**config.mk**
```make
export PLATFORM = sky130hd
export DESIGN_NAME = dff_bank_ovr
export DESIGN_NICKNAME = d
export VERILOG_FILES = /design/src/rtl/dff_bank_ovr.sv
export SDC_FILE = /design/constraint.sdc
export NUM_CORES = 1
export LEC_CHECK = 0
export ABC_AREA = 1
export CORE_MARGIN = 2
export CORE_UTILIZATION = 38
export DETAILED_ROUTE_END_ITERATION = 12
export PLACE_DENSITY = 0.84
export SLEW_MARGIN = 25
export SYNTH_ARGS = -nofsm -noshare
export SYNTH_HDL_FRONTEND = slang
export SYNTH_SLANG_ARGS = --single-unit
```
**constraint.sdc**
```tcl
create_clock -name clk -period 1.22 [get_ports clk]
set_input_delay 0.366 -clock clk [delete_from_list [all_inputs] [get_ports clk]]
set_output_delay 0.366 -clock clk [all_outputs]
set_load 0.005 [all_outputs]
```
**src/rtl/dff_bank_ovr.sv**
```systemverilog
// dff_bank_ovr: WIDTH-bit register bank with load/shift datapath, per-bit clear/preset
// overrides applied combinationally to q, and a saturating counter of override assertions.
module dff_bank_ovr #(
   parameter int               WIDTH     = 8,
   parameter logic [WIDTH-1:0] RESET_VAL = {WIDTH{1'b0}},
   parameter int               CNT_W     = 8
) (
   input  logic             clk,
   input  logic             rst,
   input  logic             en,
   input  logic [1:0]       mode,
   input  logic [WIDTH-1:0] d,
   input  logic             sin,
   input  logic [WIDTH-1:0] clr_mask,
   input  logic [WIDTH-1:0] pre_mask,
   output logic [WIDTH-1:0] q,
   output logic             sout,
   output logic             ovr_active,
   output logic [CNT_W-1:0] ovr_count
);

   localparam logic [CNT_W-1:0] CNT_MAX = {CNT_W{1'b1}};
   localparam logic [CNT_W-1:0] CNT_ONE = {{(CNT_W-1){1'b0}}, 1'b1};

   logic [WIDTH-1:0] state_r;
   logic [WIDTH-1:0] q_s;
   logic [WIDTH-1:0] mask_s;
   logic [WIDTH-1:0] next_s;
   logic [WIDTH-1:0] upd_s;
   logic             ovr_prev_r;
   logic [CNT_W-1:0] cnt_r;

   // Visible value: clear wins over preset, unmasked bits show the stored state
   always_comb begin
      mask_s = clr_mask | pre_mask;
      q_s    = ~clr_mask & (pre_mask | state_r);
   end

   // Next-state datapath sourced from the post-override value; masked bits capture their forced level
   always_comb begin
      next_s = state_r;
      if (en) begin
         case (mode)
            2'b00:   next_s = d;
            2'b01:   next_s = {q_s[WIDTH-2:0], sin};
            2'b10:   next_s = {sin, q_s[WIDTH-1:1]};
            2'b11:   next_s = q_s;
            default: next_s = q_s;
         endcase
      end else begin
         next_s = state_r;
      end
      upd_s = (mask_s & q_s) | (~mask_s & next_s);
   end

   // State register, override edge detector and saturating event counter
   always_ff @(posedge clk) begin
      if (rst) begin
         state_r    <= RESET_VAL;
         ovr_prev_r <= 1'b0;
         cnt_r      <= {CNT_W{1'b0}};
      end else begin
         state_r    <= upd_s;
         ovr_prev_r <= ovr_active;
         if (ovr_active && !ovr_prev_r && (cnt_r != CNT_MAX)) begin
            cnt_r <= cnt_r + CNT_ONE;
         end else begin
            cnt_r <= cnt_r;
         end
      end
   end

   assign q          = q_s;
   assign sout       = (mode == 2'b01) ? q_s[WIDTH-1] : q_s[0];
   assign ovr_active = |mask_s;
   assign ovr_count  = cnt_r;

endmodule

```
==> After elaboration in Yosys (flattened, before gate mapping) <==
Cells that the tools add are included.
{ "word_totals": {"ramBits": 0, "mem_count": 0, "out_inout_bits": 18, "rom_bits": 0, "latch_bits": 0, "reg_bits": 17} }
{ "classes": {"shifts": 0, "eq_ne": 4, "reduce_logical": 5, "n_mul": 0, "n_addsub": 1, "n_div": 0, "bitwise": 8, "magnitude_cmp": 0, "n_mux": 3} }
{ "op_table": {"columns": ["cell", "count"], "rows": [
  ["$pmux W8 S4", 1],
  ["$and A8 B8 Y8", 3],
  ["$or A8 B8 Y8", 3],
  ["$not A8 Y8", 2],
  ["$add A8 B1 Y8 const B", 1],
  ["$mux W8", 1],
  ["$ne A8 B8 Y1 const B", 1],
  ["$reduce_or A8 Y1", 1],
  ["$eq A2 B2 Y1 const B", 2],
  ["$eq A2 B1 Y1 const B", 1],
  ["$logic_and A1 B1 Y1", 2],
  ["$logic_not A2 Y1", 1],
  ["$logic_not A1 Y1", 1],
  ["$mux W1", 1]
]} }

==> Depth between registers and ports, before layout <==
Gate-level depths: netlist (run 1).
{ "logic_depth": {"depth_word": 6, "ltp_mapped": 8} }

==> Least setup slack after synthesis (run 1) <==
Ideal clock, no wire load.
{ "synth_timing": {"path_kind": "register to register", "startpoint": "reg cnt_r[1] (netlist: ovr_count[1])", "endpoint": "reg cnt_r[5] (netlist: ovr_count[5])", "n_path_buf": 0, "arrival_time_ns": 1.214, "setup_slack_ns": -0.062, "stages_incl_launch_ff": 8, "setup_ns": 0.068, "synth_period_minus_slack_ns": 1.282, "required_ns": 1.152, "cell_sequence": "dfxtp_1 -> ha_1 -> nand2_2 -> nor2_4 -> nand2_4 -> nand3_4 -> nand2_1 -> a21oi_2"} }
{ "synth_between": {"elab_chain_cells": 2, "word_cells_on_any_way": 3, "classes_between": "add/sub: 1; eq/ne: 1; reduce/logical: 1"} }
{ "synth_lines": {"columns": ["element", "line_no", "source"], "rows": [
  ["start, declared", "31", "logic [CNT_W-1:0] cnt_r;"],
  ["start signal, assigned", "61", "cnt_r <= {CNT_W{1'b0}};"],
  ["start signal, assigned", "66", "cnt_r <= cnt_r + CNT_ONE;"],
  ["start signal, assigned", "68", "cnt_r <= cnt_r;"],
  ["branches (longest 2 deep; another with $add A8 B1 Y8)", null, null]
]} }
Parallel ways; which one is timed is not known.
A chain may end at the register's enable or synchronous reset.

==> results.py, run 1 <==
metrics = {
    "outcome": {
        "run_status": "finished, violations left",
        "violations": "setup timing",
    },
    "timing": {
        "rsz0062_at_grt": "yes",
        "setup_viol": 19,
        "fmax_mhz": 619,
        "fin_ws_ps": -397,
        "maxSlewHeadroom": 0.786,
        "fin_worst_skew_ps": 3.04,
        "post-route-period-util": 1.33,
        "min_period_ps": 1620,
        "max_slew.worst_pin.slew_ps": 320,
        "hold_violations": 0,
        "hold_slack_ps": 295,
        "slew_viol_final": 0,
    },
    "clock_network": {
        "cts_sinks": 17,
        "cts-hold-fix-buffers": 0,
        "clockBufferDepth": 2,
        "htreeDepth": 1,
        "cts_made_buffers": 3,
        "cts-root-buf": "clkbuf_4",
        "clk_latency_ps": 300,
        "clkTransAtPathRegs_ps": 110,
        "tritoncts": "yes",
    },
    "cells_and_area": {
        "num_antenna_cells": 0,
        "post-route-util": 0.782,
        "nFillCells": 200,
        "layout_common_cells": "buf_4, nand2_1, buf_6, nand2_2",
        "final_nets": 327,
        "drive_gt1_frac": 0.620,
        "syn_to_final_growth_pct": 99.8,
        "layout_commonest_cell": "buf_4",
        "fin_area_um2": 2330,
    },
    "synthesis": {
        "yosysTopAreaCell": "dfxtp_1",
        "synth_area_um2": 1160,
        "seq_area_frac_synth": 0.292,
        "synth_edf_count": 0,
        "synthFlopType": "dfxtp_1",
        "yosys-top-cells-area": "dfxtp_1, nand2_1, a21oi_1, nor2_1, nand4_1",
        "async_flop_share": 0,
        "yosys_warnings": 0,
        "synth_nets": 220,
        "netlist.area_leader.share": 0.292,
        "synth.avg_cell_area_um2": 6.16,
        "ys_ff_latch": 17,
        "ys_types": 25,
        "postSynthCellCount": 189,
    },
    "die": {
        "die_w_um": 59.4,
        "dieArea_um2": 3520,
        "core-area_um2": 2980,
        "die_y_um": 59.4,
        "num_rows": 20,
        "start_util": 0.391,
        "io-pin-count": 48,
    },
    "detailed_routing": {
        "num_vias": 1831,
        "routed_wl_mm": 5.28,
        "first_pass_iters": 4,
        "drtIter0Drc": 110,
        "wl_per_cell_um": 16.1,
        "drc": 0,
        "viasPerCell": 5.58,
        "ant_nets": 0,
    },
    "placement": {
        "place_ws_ps": -875,
        "hpwl_mm": 2.86,
        "io_buffers": 47,
        "placed_area_um2": 1920,
        "gp_congestion": 0.910,
    },
    "critical_path": {
        "cp.required_ps": 850,
        "setup.worst_path.end_class": "primary output",
        "worstPathArrival_ps": 1250,
        "worst-setup-path-type": "flip-flop to primary output",
        "critPathMaxFanout": 2,
        "cp-start-kind": "flip-flop",
    },
    "global_routing": {
        "grt_max_degree": 10,
        "grt_pass1_vias": 1747,
        "overflow": 0,
        "antenna_found_initial": 0,
        "grtUsageTotal": 0.271,
        "grt_pass1_wl_mm": 7.32,
    },
    "power_and_ir_drop": {
        "power_mw": 1.48,
        "total_leakage_power_nw": 1.09,
        "ir_drop_uv": 390,
        "p_per_area_nw_per_um2": 636,
    },
    "min_path": {
        "hp-class": "input pin to flip-flop",
    },
    "job": {
        "drv_cap": 0,
    },
}
==> through the flow <==
| stage | instances | TNS (ps) |
|---|---|---|
| 5_1_grt | 328 | -2810 |
| 3_5_place_dp | 298 | -16270 |
| 4_1_cts | 325 | -1630 |
| 6_report | 328 | -1950 |
| 2_1_floorplan | 189 | 0 |
| 3_3_place_gp | 298 | -15530 |
==> cell type report <==
class	count	area (µm²)	area share
sequential	17	360	0.155
timing repair buffer	102	838	0.360
multi-input combinational	155	997	0.428
inverter	17	63.8	0.0274
clock buffer	4	26.3	0.0113
tap	33	41.3	0.0177
==> critical path, cell delays in order, from the launching register on <==
cell     delay (ps)
dfxtp_2         350
nor2_1           40
nor2_1          190
buf_4           180
nand2_4          50
nand2_4          50
buf_6            80
==> path summary, 6_finish.rpt <==
kind	start	end	slack (ps)	cells past startpoint
min	clr_mask[6]	flip-flop	290	4
max reg2reg	ovr_count[0]	ovr_count[5]	-70	8
min reg2reg	flip-flop	flip-flop	560	2
max	flip-flop	sout	-400	6
==> cell usage after synthesis, types with 2 or more instances <==
master    n
nand2_1  53
nor2_1   28
a21oi_1  21
dfxtp_1  17
inv_1    12
nand4_1   8
o21ai_1   8
nand3_1   6
inv_2     5
o21ai_0   5
or2_2     5
a21oi_2   3
nor2_4    3
nand2_2   2
nor2_2    2
nor3_1    2
==> logic make-up after synthesis <==
logic type | Yosys count | share of synthesized area
simple gates | 113 | 0.452
flops | 17 | 0.292
compound gates | 38 | 0.176
buf+inv | 19 | 0.0612
fa+ha+maj | 1 | 0.0107
xor+xnor | 1 | 0.00752
==> what timing repair did <==
action	CTS	global route
buffers inserted	21	9
resized for setup	172	72
endpoints found under the setup margin	34	31
gates cloned	2	0
pin swaps	42	27
==> where the power goes <==
| part | switching, mW | internal [mW] |
|---|---|---|
| Clock | 0.199 | 0.128 |
| Combinational | 0.262 | 0.294 |
| Sequential | 0.0169 | 0.580 |
==> routing by layer <==
| metal | track usage | up-vias | part of all wire |
|---|---|---|---|
| li1 | - | 842 | - |
| met1 | 0.288 | 858 | 0.37 |
| met2 | 0.512 | 107 | 0.53 |
| met3 | 0.0459 | 24 | 0.068 |
| met4 | 0.120 | 0 | 0.036 |
| met5 | 0 | - | 0 |
No activity file was read; power rests on OpenSTA's default activity.
==> run 2: changes to the inputs <==
--- a/config.mk
+++ b/config.mk
@@ -6,10 +6,10 @@
 export NUM_CORES = 1
 export LEC_CHECK = 0
 export ABC_AREA = 1
-export CORE_MARGIN = 2
-export CORE_UTILIZATION = 38
+export CORE_MARGIN = 4
+export CORE_UTILIZATION = 42
 export DETAILED_ROUTE_END_ITERATION = 12
-export PLACE_DENSITY = 0.84
+export PLACE_DENSITY_LB_ADDON = 0.25
 export SLEW_MARGIN = 25
 export SYNTH_ARGS = -nofsm -noshare
 export SYNTH_HDL_FRONTEND = slang
==> constraint.sdc (replaced) <==
create_clock -name clk -period 1.5 [get_ports clk]
set_input_delay 0.45 -clock clk [delete_from_list [all_inputs] [get_ports clk]]
set_output_delay 0.45 -clock clk [all_outputs]
set_load 0.005 [all_outputs]
==> run 2 against run 1 <==
Effect of this change: the flow still finishes with violations (setup timing); core utilization rose by 5.2 points; critical path depth unchanged; combinational power down 31%; register-to-register slack better by 120 ps; final area down 8.1%; cell count decreased by 3.7%; non-clock buffer count shrank 7; count of clock-buffer cells in the layout did not move; first-iteration DRC count fell by 14%; sequential power down 19%; largest power group unchanged; highest routed layer unchanged.
==> results.py, run 2 (same netlist as run 1, synthesis figures left out) <==
metrics = {
    "outcome": {
        "run_status": "finished, violations left",
        "violations": "setup timing",
    },
    "clock_network": {
        "cts_made_buffers": 3,
        "cts-root-buf": "clkbuf_4",
        "clkTransAtPathRegs_ps": 100,
        "cts_sinks": 17,
        "cts-hold-fix-buffers": 0,
        "tritoncts": "yes",
        "clockBufferDepth": 2,
        "clk_latency_ps": 300,
        "htreeDepth": 1,
    },
    "critical_path": {
        "slowest_delay_ps": 130,
        "worstRegToRegCells": 11,
        "worst-path-buf-inv": 2,
        "cp.required_ps": 1050,
        "cp_top_family": "simple AND/OR/NAND/NOR gates",
        "critPathMaxFanout": 4,
        "worst-setup-path-type": "input pin to primary output",
        "cp-start-kind": "input pin",
        "setup.worst_path.end_class": "primary output",
        "worstPathArrival_ps": 1090,
        "cpMaxStageDelayCell": "nor2_2",
        "path_depth": 6,
        "path_common_cell": "nand2_2",
        "path_cells": "buf_8 -> nor2_2 -> nand2_2 -> nor2_4 -> nand2_2 -> buf_2",
    },
    "placement": {
        "placed_area_um2": 1870,
        "gp_congestion": 0.870,
        "place_ws_ps": -770,
        "place_inst": 291,
        "io_buffers": 47,
        "hpwl_mm": 2.85,
    },
    "timing": {
        "setup_viol": 2,
        "slew_viol_final": 0,
        "fin_ws_ps": -35.5,
        "min_period_ps": 1540,
        "rsz0062_at_grt": "yes",
        "post-route-period-util": 1.02,
        "hold_violations": 0,
        "max_slew.worst_pin.slew_ps": 358,
        "maxSlewHeadroom": 0.760,
        "setup-tns-final_ps": -46.0,
        "fin_worst_skew_ps": 3.85,
        "hold_slack_ps": 390,
        "fmax_mhz": 651,
    },
    "detailed_routing": {
        "viasPerCell": 5.33,
        "routed_wl_mm": 4.42,
        "ant_nets": 0,
        "num_vias": 1685,
        "first_pass_iters": 5,
        "wl_per_cell_um": 14.0,
        "drtIter0Drc": 95,
        "drc": 0,
    },
    "power_and_ir_drop": {
        "total_leakage_power_nw": 1.01,
        "p_per_area_nw_per_um2": 523,
        "ir_drop_uv": 552,
        "p_seq_frac": 0.431,
        "clkPwrFrac": 0.229,
        "p_int_uw": 784,
        "power_mw": 1.12,
        "switching_share": 0.300,
        "power_frac_comb": 0.340,
        "switchingPower_uw": 336,
    },
    "min_path": {
        "holdPathStages": 3,
        "hp-class": "input pin to flip-flop",
    },
    "cells_and_area": {
        "post-route-util": 0.833,
        "syn_to_final_growth_pct": 83.7,
        "layout_commonest_cell": "nand2_1",
        "fin_cells": 316,
        "layout_common_cells": "nand2_1, buf_4, a21oi_1, dfxtp_2",
        "nFillCells": 167,
        "fin_area_um2": 2140,
        "final_nets": 318,
        "drive_gt1_frac": 0.493,
        "num_antenna_cells": 0,
    },
    "die": {
        "io-pin-count": 48,
        "die_w_um": 60.7,
        "start_util": 0.454,
        "core-area_um2": 2570,
        "num_rows": 18,
        "die_y_um": 60.7,
        "dieArea_um2": 3680,
    },
    "global_routing": {
        "grt_pass1_vias": 1468,
        "grtUsageTotal": 0.225,
        "antenna_found_initial": 0,
        "overflow": 0,
        "grt_max_degree": 10,
        "grt_pass1_wl_mm": 6.13,
    },
    "job": {
        "drv_cap": 0,
    },
}
-- run 2: cell types whose count changed in the layout (fill, tap and decap cells not counted), moves of 5 or more --
| cell | previous run | this run |
|---|---|---|
| nand2_2 | 17 | 6 |
| clkbuf_2 | 8 | 3 |
| nand2_1 | 36 | 49 |
| dlygate4sd2_1 | 0 | 8 |
| buf_6 | 18 | 12 |
| buf_4 | 53 | 48 |
-- run 2: layer usage --
metal  share of wire  up-vias  GRT usage
met5               0        -          0
met1            0.38      770      0.254
met2            0.52       73      0.409
met4           0.032        0     0.0805
met3           0.063       20     0.0511
li1                -      822          -
-- run 2: power groups by stage --
stage,clock (mW),combinational [mW],sequential (mW)
5_1_grt,0.278,0.412,0.484
4_1_cts,0.256,0.341,0.479
2_1_floorplan,0,0.115,0.489
6_report,0.256,0.381,0.482
3_5_place_dp,0,0.319,0.490
3_3_place_gp,0,0.316,0.489
-- run 2: path summary, 6_finish.rpt --
path / start / to / slack, ps
setup / recovery: clr_mask[4] / ovr_active / -40
hold / removal: clr_mask[2] / flip-flop / 390
setup reg to reg: flip-flop / flip-flop / 50
hold reg to reg: flip-flop / flip-flop / 540
-- run 2: timing repair --
action,CTS,global route
cloned,0,0
buffers inserted,17,4
resized for setup,153,35
setup endpoints to repair,27,15
pin swaps,23,15
-- run 2: worst register-to-register path: cells and delay by family, from the launching register on --
kind	cells	cell delay (ps)
flip-flops	1	340
AO/OA/AOI/OAI	1	50
buffers and inverters	5	600
AND/OR/NAND/NOR	5	360
-- run 2: layout make-up --
type | count | area (µm²) | area share
repair buffers | 95 | 792 | 0.370
inverters | 17 | 63.8 | 0.0298
well taps | 30 | 37.5 | 0.0175
multi-input cells | 153 | 863 | 0.404
clock buffers | 4 | 26.3 | 0.0123
flip-flops and latches | 17 | 357 | 0.167
==> run 3: changes to the inputs <==
--- a/config.mk
+++ b/config.mk
@@ -10,7 +10,6 @@
 export CORE_UTILIZATION = 42
 export DETAILED_ROUTE_END_ITERATION = 12
 export PLACE_DENSITY_LB_ADDON = 0.25
-export SLEW_MARGIN = 25
 export SYNTH_ARGS = -nofsm -noshare
 export SYNTH_HDL_FRONTEND = slang
 export SYNTH_SLANG_ARGS = --single-unit
==> results of run 3 <==
The final DEF is identical to that of run 2; final timing and power are the same.
